==> config.mk <==
export PLATFORM = sky130hd
export DESIGN_NAME = demux_1to2_stream
export DESIGN_NICKNAME = d
export VERILOG_FILES = /design/src/rtl/demux_1to2_stream_pkg.sv /design/src/rtl/demux_fifo.sv /design/src/rtl/demux_1to2_stream.sv
export SDC_FILE = /design/constraint.sdc
export NUM_CORES = 1
export LEC_CHECK = 0
export ABC_AREA = 1
export CAP_MARGIN = 10
export CELL_PAD_IN_SITES_DETAIL_PLACEMENT = 0
export CELL_PAD_IN_SITES_GLOBAL_PLACEMENT = 1
export CORE_MARGIN = 2
export CORE_UTILIZATION = 41
export CTS_CLUSTER_DIAMETER = 150
export CTS_CLUSTER_SIZE = 28
export DETAILED_ROUTE_END_ITERATION = 10
export PLACE_DENSITY = 0.93
export SYNTH_ARGS = -nofsm -noshare
export SYNTH_HDL_FRONTEND = slang
export SYNTH_SLANG_ARGS = --single-unit
==> constraint.sdc <==
create_clock -name clk_in -period 2.55 [get_ports clk_in]
set_input_delay 0.51 -clock clk_in [delete_from_list [all_inputs] [get_ports clk_in]]
set_output_delay 0.51 -clock clk_in [all_outputs]
set_load 0.02 [all_outputs]
==> src/rtl/demux_1to2_stream_pkg.sv <==
// Shared constants and helpers for the 1:2 stream demultiplexer.
package demux_1to2_stream_pkg;

  localparam logic SEL_A = 1'b0;
  localparam logic SEL_B = 1'b1;

  // Occupancy needs one extra bit so that full (== DEPTH) and empty (== 0) differ.
  function automatic int occ_width(input int depth);
    return $clog2(depth) + 1;
  endfunction

endpackage

==> src/rtl/demux_fifo.sv <==
// Single-clock FIFO used as the per-channel output buffer of the demux.
module demux_fifo
  import demux_1to2_stream_pkg::*;
#(
  parameter int DATA_W = 8,
  parameter int DEPTH  = 2
) (
  input  logic              clk_in,
  input  logic              rst_in,
  input  logic              push,
  input  logic              pop,
  input  logic [DATA_W-1:0] wdata,
  output logic [DATA_W-1:0] rdata,
  output logic              full,
  output logic              empty
);

  localparam int PTR_W = $clog2(DEPTH);
  localparam int OCC_W = occ_width(DEPTH);

  logic [DATA_W-1:0] mem [DEPTH];
  logic [PTR_W-1:0]  wr_ptr;
  logic [PTR_W-1:0]  rd_ptr;
  logic [OCC_W-1:0]  occ;
  logic              do_push;
  logic              do_pop;

  assign full    = (occ == OCC_W'(DEPTH));
  assign empty   = (occ == '0);
  assign do_push = push & ~full;
  assign do_pop  = pop & ~empty;
  assign rdata   = empty ? '0 : mem[rd_ptr];

  // Storage is not reset; the empty flag masks any stale contents.
  always_ff @(posedge clk_in) begin
    if (do_push) begin
      mem[wr_ptr] <= wdata;
    end
  end

  always_ff @(posedge clk_in) begin
    if (rst_in) begin
      wr_ptr <= '0;
      rd_ptr <= '0;
      occ    <= '0;
    end else begin
      if (do_push) begin
        wr_ptr <= wr_ptr + PTR_W'(1);
      end
      if (do_pop) begin
        rd_ptr <= rd_ptr + PTR_W'(1);
      end
      case ({do_push, do_pop})
        2'b10:   occ <= occ + OCC_W'(1);
        2'b01:   occ <= occ - OCC_W'(1);
        default: occ <= occ;
      endcase
    end
  end

endmodule

==> src/rtl/demux_1to2_stream.sv <==
// Steers one valid/ready stream into two FIFO-buffered channels with debug word counts.
module demux_1to2_stream
  import demux_1to2_stream_pkg::*;
#(
  parameter int DATA_W = 8,
  parameter int DEPTH  = 2,
  parameter int CNT_W  = 16
) (
  input  logic              clk_in,
  input  logic              rst_in,
  input  logic [DATA_W-1:0] d_in,
  input  logic              sel_in,
  input  logic              valid_in,
  output logic              ready_out,
  output logic [DATA_W-1:0] a_out,
  output logic              a_valid_out,
  input  logic              a_ready_in,
  output logic [DATA_W-1:0] b_out,
  output logic              b_valid_out,
  input  logic              b_ready_in,
  input  logic              clr_count_in,
  output logic [CNT_W-1:0]  a_count_out,
  output logic [CNT_W-1:0]  b_count_out
);

  logic a_full;
  logic a_empty;
  logic b_full;
  logic b_empty;
  logic push_a;
  logic push_b;
  logic pop_a;
  logic pop_b;

  // Readiness ignores same-cycle pops: a full channel never passes a word through.
  assign ready_out = ~rst_in & ((sel_in == SEL_A) ? ~a_full : ~b_full);

  assign push_a = valid_in & ready_out & (sel_in == SEL_A);
  assign push_b = valid_in & ready_out & (sel_in == SEL_B);

  assign a_valid_out = ~a_empty;
  assign b_valid_out = ~b_empty;
  assign pop_a       = a_valid_out & a_ready_in;
  assign pop_b       = b_valid_out & b_ready_in;

  demux_fifo #(
    .DATA_W (DATA_W),
    .DEPTH  (DEPTH)
  ) u_fifo_a (
    .clk_in (clk_in),
    .rst_in (rst_in),
    .push   (push_a),
    .pop    (pop_a),
    .wdata  (d_in),
    .rdata  (a_out),
    .full   (a_full),
    .empty  (a_empty)
  );

  demux_fifo #(
    .DATA_W (DATA_W),
    .DEPTH  (DEPTH)
  ) u_fifo_b (
    .clk_in (clk_in),
    .rst_in (rst_in),
    .push   (push_b),
    .pop    (pop_b),
    .wdata  (d_in),
    .rdata  (b_out),
    .full   (b_full),
    .empty  (b_empty)
  );

  // Saturating counters; clear wins over a same-cycle increment.
  always_ff @(posedge clk_in) begin
    if (rst_in || clr_count_in) begin
      a_count_out <= '0;
      b_count_out <= '0;
    end else begin
      if (push_a && (a_count_out != '1)) begin
        a_count_out <= a_count_out + CNT_W'(1);
      end
      if (push_b && (b_count_out != '1)) begin
        b_count_out <= b_count_out + CNT_W'(1);
      end
    end
  end

endmodule

==> results of run 1 <==
## cell type report
type / instances / area share
clock inverter: 5 / 0.0117
inverter: 43 / 0.0352
clock buffer: 11 / 0.0308
sequential: 74 / 0.393
multi-input combinational: 323 / 0.342
timing repair buffer: 75 / 0.158
tap: 108 / 0.0295
## worst max-delay path: cells and delay by family
kind                   cells  cell delay [ns]
buffers and inverters      2             1.16
and+or+nand+nor            2             0.23
## metrics by stage
step / utilization / setup WS (ns) / std cells / hold WS (ns)
5_1_grt: 0.531 / 0.0776 / 639 / 0.474
3_3_place_gp: 0.509 / 0.142 / 623 / 0.435
2_1_floorplan: - / 0.765 / 450 / 0.425
3_5_place_dp: 0.509 / 0.128 / 623 / 0.443
4_1_cts: 0.531 / 0.129 / 639 / 0.456
6_report: 0.531 / 0.134 / 639 / 0.457
## power breakdown
group | internal [mW] | switching (mW) | total [mW]
logic | 0.157 | 0.217 | 0.374
clock network | 0.474 | 0.422 | 0.896
registers | 1.27 | 0.0357 | 1.31
## state kept, by name, summed over array words and instances, names as in the netlist, named ones only
name	cells
u_fifo_b.wr_ptr	1
u_fifo_b.mem	16
u_fifo_a.wr_ptr	1
u_fifo_b.rd_ptr	1
b_count_out	16
u_fifo_a.mem	16
u_fifo_a.occ	2
u_fifo_a.rd_ptr	1
a_count_out	16
u_fifo_b.occ	2
## layout by cell type (no fill, tap or decap), types with 2 or more instances in the layout
master,netlist,final
clkbuf_8,0,10
inv_2,6,6
a21oi_2,2,2
nor2_4,4,4
nand2_1,118,118
dfxtp_1,42,42
a21oi_1,33,33
nand3_1,17,17
edfxtp_1,32,32
xnor2_1,8,8
o21ai_0,7,7
nand2_2,3,3
ha_1,4,4
nand3_2,3,3
inv_1,36,36
nor3_1,4,4
clkinv_1,1,2
nor2_1,79,79
clkdlybuf4s50_1,0,65
and3_1,2,2
o21ai_1,18,18
xor2_1,11,11
clkinvlp_4,0,2
buf_4,1,10
nor2_2,5,5
## cell families after synthesis
family | synth area share
flops | 0.499
buf+inv | 0.0665
compound gates | 0.0877
xor+xnor | 0.0461
simple gates | 0.287
fa+ha+maj | 0.0139
## Yosys cell counts
library cell,count
nand4_4,1
edfxtp_1,32
dfxtp_1,42
nand2_1,118
xor2_1,11
clkbuf_1,4
nand3_1,17
nor2_2,5
inv_2,6
nor2_4,4
and3_1,2
nand2_2,3
nor2_1,79
nand3b_1,1
nand3_2,3
ha_1,4
inv_1,36
o21ai_0,7
xnor2_1,8
nand4_1,1
buf_4,1
buf_6,5
a21oi_2,2
clkinv_1,1
nor3_1,4
a21oi_1,33
nand3_4,1
o21ai_2,1
o21ai_1,18
## path summary, 6_finish.rpt
path	to	slack [ns]	cells past startpoint
max	ready_out	0.13	4
min	u_fifo_a.rd_ptr	0.46	1
max reg2reg	u_fifo_a.occ[1]	0.76	8
min reg2reg	u_fifo_a.rd_ptr	0.46	1
## metal layers
| metal | global-route usage | share of wire |
|---|---|---|
| met1 | 0.226 | 0.47 |
| met2 | 0.286 | 0.47 |
| met3 | 0.0265 | 0.049 |
| met4 | 0.0513 | 0.0070 |
| met5 | 0 | 0 |
==> metrics.yaml, run 1 <==
syn_inst: 450
stdcell_area_um2: 4590
wl_mm: 7.87
chipWidth_um: 97.8
cp-end-kind: "output port"
hp-start: "u_fifo_a.rd_ptr"
synth_top_area_share: 0.266
via_count: 3022
pin_count: 66
firstDrtPassIters: 4
vias_per_cell: 4.73
synth.distinct_cells: 29
htree_levels: 3
slew_headroom: 0.702
worstSetupStartpoint: "sel_in"
cellPowerDensity_nw_per_um2: 562
worst_pin_slew_ns: 0.447
netlist_top_cells_area: "edfxtp_1, dfxtp_1, nand2_1"
rsz0062_at_grt: "false"
grt_pass1_vias: 2872
crit_chain: "clkdlybuf4s50_1, nor2_1, nor2_4, clkdlybuf4s50_1"
finalMaxSlewViolations: 0
drtIter0Drc: 82
clockBufferDepth: 2
hpwlAfterDp_mm: 5.66
grt_usage: 0.170
r2r-start: "u_fifo_a.occ[1]"
ant_nets: 0
synth_seq_cells: 74
cp-start-kind: "input port"
worstPathRequired_ns: 2.04
arrival_ns: 1.91
dieArea_um2: 9570
drc: 0
vdd_drop_max_uv: 259
cts_setup_buffers: 0
cts_root_buffer: "clkbuf_8"
clock_latency_ns: 0.34
hold_viol_final: 0
grt_pass1_wl_mm: 13.2
register_area_um2: 1800
max_cap_violations: 0
yosysSeqAreaShare: 0.499
grt_start_max_net_pins: 24
cts_inserted_buffers: 9
fillers: 825
synth_warnings: 0
p_leak_nw: 1.74
die_y_um: 97.8
yosysTopAreaCell: "edfxtp_1"
syn_area_um2: 3610
fin_skew_ns: 0.0113
tns_ns: 0
multi_input_area_um2: 1570
cpPeakStageDelay_ns: 0.65
hp-class: "flop to flop"
nNetsFinal: 545
syn_avg_cell_area_um2: 8.02
rows: 34
clkSinkCount: 74
setup_viol: 0
grt_overflow: 0
initial_core_util: 0.418
path_clk_slew_ns: 0.08
core_um2: 8640
port_buffers: 65
drive_above_1_share: 0.0942
post-route-min-period_ns: 2.42
place.gp.congestion: 0.825
ctsResizeCount: 0
place_area_um2: 4390
max_freq_mhz: 414
antenna_found_initial: 0
cp_max_fo: 3
status: "finished, final reports clean"
cts_tree: "built"
syn-num-nets: 469
cts_hold_buf: 0
avgRoutedWirePerCell_um: 12.3
area_growth_syn_to_layout_pct: 27.1
power_mw: 2.58
crit_type: "input port to output port"
critPathMostFrequentCell: "clkdlybuf4s50_1"
critPathSlowestCell: "clkdlybuf4s50_1"
antenna_cells: 0
post-route-period-util: 0.948
Power figures use the tool's default switching activity.
==> run 2, diff against run 1 <==
--- a/config.mk
+++ b/config.mk
@@ -5,12 +5,11 @@
 export SDC_FILE = /design/constraint.sdc
 export NUM_CORES = 1
 export LEC_CHECK = 0
-export ABC_AREA = 1
 export CAP_MARGIN = 10
 export CELL_PAD_IN_SITES_DETAIL_PLACEMENT = 0
 export CELL_PAD_IN_SITES_GLOBAL_PLACEMENT = 1
 export CORE_MARGIN = 2
-export CORE_UTILIZATION = 41
+export CORE_UTILIZATION = 43
 export CTS_CLUSTER_DIAMETER = 150
 export CTS_CLUSTER_SIZE = 28
 export DETAILED_ROUTE_END_ITERATION = 10
==> metrics.yaml, run 2 <==
finalNonFillerCells: 506
post-route-min-period_ns: 2.36
syn_inst: 318
port_buffers: 65
grt_pass1_wl_mm: 12.1
grt_start_max_net_pins: 22
cts_tree: "built"
path_clk_slew_ns: 0.08
htree_levels: 3
worst_pin_slew_ns: 0.626
worstPathRequired_ns: 2.04
seqPwrFrac: 0.509
max_cap_violations: 0
clkSinkCount: 74
drtIter0Drc: 73
firstDrtPassIters: 4
ant_nets: 0
crit_type: "flop to output port"
cts_inserted_buffers: 9
via_count: 2742
cp-end-kind: "output port"
slew_headroom: 0.579
combPwrFrac: 0.185
initial_core_util: 0.440
antenna_found_initial: 0
synth_ff_type: "dfxtp_1"
max_freq_mhz: 423
placed_cells: 490
grt_overflow: 0
synth_commonest_cells: "dfxtp_1, edfxtp_1, nor2_1, a21oi_1"
core_um2: 7690
post-route-period-util: 0.927
cp_max_fo: 8
netlist_top_cells_area: "edfxtp_1, dfxtp_1, mux2i_1"
area_growth_syn_to_layout_pct: 29.9
p_int_mw: 1.86
yosysTopAreaCell: "edfxtp_1"
antenna_cells: 0
place.gp.congestion: 0.827
cts_setup_buffers: 0
power_switching_mw: 0.731
p_clk_frac: 0.306
pre_cts_ws_ns: -0.0519
grt_pass1_vias: 2605
synth_seq_cells: 74
syn_avg_cell_area_um2: 10.6
setup_ws_ns: 0.185
drive_above_1_share: 0.109
vdd_drop_max_uv: 248
synth_top_area_share: 0.284
wl_mm: 7.57
final_common_cell: "clkdlybuf4s50_1"
syn-num-nets: 337
p_leak_nw: 1.42
hpwlAfterDp_mm: 5.51
arrival_ns: 1.85
cts_root_buffer: "clkbuf_8"
grt_usage: 0.180
cellPowerDensity_nw_per_um2: 590
rsz0062_at_grt: "false"
hp-class: "flop to flop"
vias_per_cell: 5.42
clock_latency_ns: 0.35
yosysSeqAreaShare: 0.533
holdWs_ns: 0.501
cpPeakStageDelay_ns: 0.63
cp-start-kind: "flop"
swShare: 0.282
synth_warnings: 0
syn_area_um2: 3380
chipWidth_um: 92.7
yosysMostFrequentCell: "dfxtp_1"
rows: 32
setup_viol: 0
clockBufferDepth: 2
final_cell_mix: "clkdlybuf4s50_1, dfxtp_1, edfxtp_1"
synth.distinct_cells: 46
nNetsFinal: 418
die_y_um: 92.7
drc: 0
hold_viol_final: 0
dieArea_um2: 8590
avgRoutedWirePerCell_um: 15.0
async_reset_ff_frac: 0
status: "finished, final reports clean"
crit_chain: "mux2i_1, nor2_1, clkdlybuf4s50_1"
fin_skew_ns: 0.00507
fillers: 697
finalMaxSlewViolations: 0
synth_edf_count: 32
pin_count: 66
critPathSlowestCell: "clkdlybuf4s50_1"
run 2: cell type report:
| type | instances | area [um2] | share of cell area |
|---|---|---|---|
| tap | 102 | 128 | 0.0291 |
| clock inverter | 6 | 42.5 | 0.00969 |
| multi-input combinational | 221 | 1470 | 0.334 |
| sequential | 74 | 1800 | 0.410 |
| timing repair buffer | 84 | 792 | 0.180 |
| inverter | 9 | 33.8 | 0.00769 |
| clock buffer | 10 | 128 | 0.0291 |
run 2: final timing paths:
check,slack (ns),end,startpoint,cells past startpoint
worst max register to register,0.58,b_count_out[4],b_count_out[8],5
worst max-delay path,0.19,a_out[2],flop,3
worst min register to register,0.50,a_count_out[13],a_count_out[13],2
worst min-delay path,0.50,a_count_out[13],a_count_out[13],2
run 2: metrics by stage:
step / power [mW] / cell area [um2] / util / setup TNS (ns)
3_3_place_gp: 1.82 / 4220 / 0.549 / -0.0477
4_1_cts: 2.62 / 4390 / 0.571 / 0
2_1_floorplan: 1.61 / 3380 / - / 0
5_1_grt: 2.71 / 4390 / 0.571 / 0
3_5_place_dp: 1.83 / 4220 / 0.549 / -0.0519
6_report: 2.59 / 4390 / 0.571 / 0
run 2: logic make-up (layout without fill, tap and decap cells):
| kind of cell | after synthesis | after routing | synth area share |
|---|---|---|---|
| buf+inv | 23 | 109 | 0.0337 |
| compound gates | 64 | 64 | 0.119 |
| xor+xnor | 8 | 8 | 0.0207 |
| mux | 18 | 18 | 0.0533 |
| simple gates | 127 | 127 | 0.226 |
| flops | 74 | 74 | 0.533 |
| fa+ha+maj | 4 | 4 | 0.0148 |
run 2: repair_timing:
| item | 4_1_cts | 5_1_grt |
|---|---|---|
| hold buffers | 0 | 0 |
| endpoints found under the setup margin | 1 | 0 |
| resized for setup | 1 | 0 |
run 2: power by group through the flow:
stage	registers [mW]	clock network, mW	logic (mW)
after CTS	1.32	0.816	0.484
after floorplan	1.32	0	0.292
after global routing	1.33	0.864	0.522
final	1.32	0.793	0.479
after detailed placement	1.35	0	0.484
after global placement	1.35	0	0.474
run 2: metal layers:
metal / up-vias / global-route usage / wire [um]
li1: 1372 / - / -
met1: 1280 / 0.228 / 3440
met2: 78 / 0.299 / 3580
met3: 12 / 0.0399 / 426
met4: 0 / 0.0748 / 127
met5: - / 0 / 0
run 2: critical path: cells and delay by family, from the launching register on:
| kind | cells | cell delay [ns] |
|---|---|---|
| flops | 1 | 0.61 |
| simple gates | 1 | 0.13 |
| mux | 1 | 0.13 |
| buf+inv | 1 | 0.63 |
==> run 3, diff against run 2 <==
--- a/config.mk
+++ b/config.mk
@@ -14,6 +14,7 @@
 export CTS_CLUSTER_SIZE = 28
 export DETAILED_ROUTE_END_ITERATION = 10
 export PLACE_DENSITY = 0.93
+export SLEW_MARGIN = 5
 export SYNTH_ARGS = -nofsm -noshare
 export SYNTH_HDL_FRONTEND = slang
 export SYNTH_SLANG_ARGS = --single-unit
==> results of run 3 <==
Same layout as run 2: the final DEF is identical, and so are final timing and power.
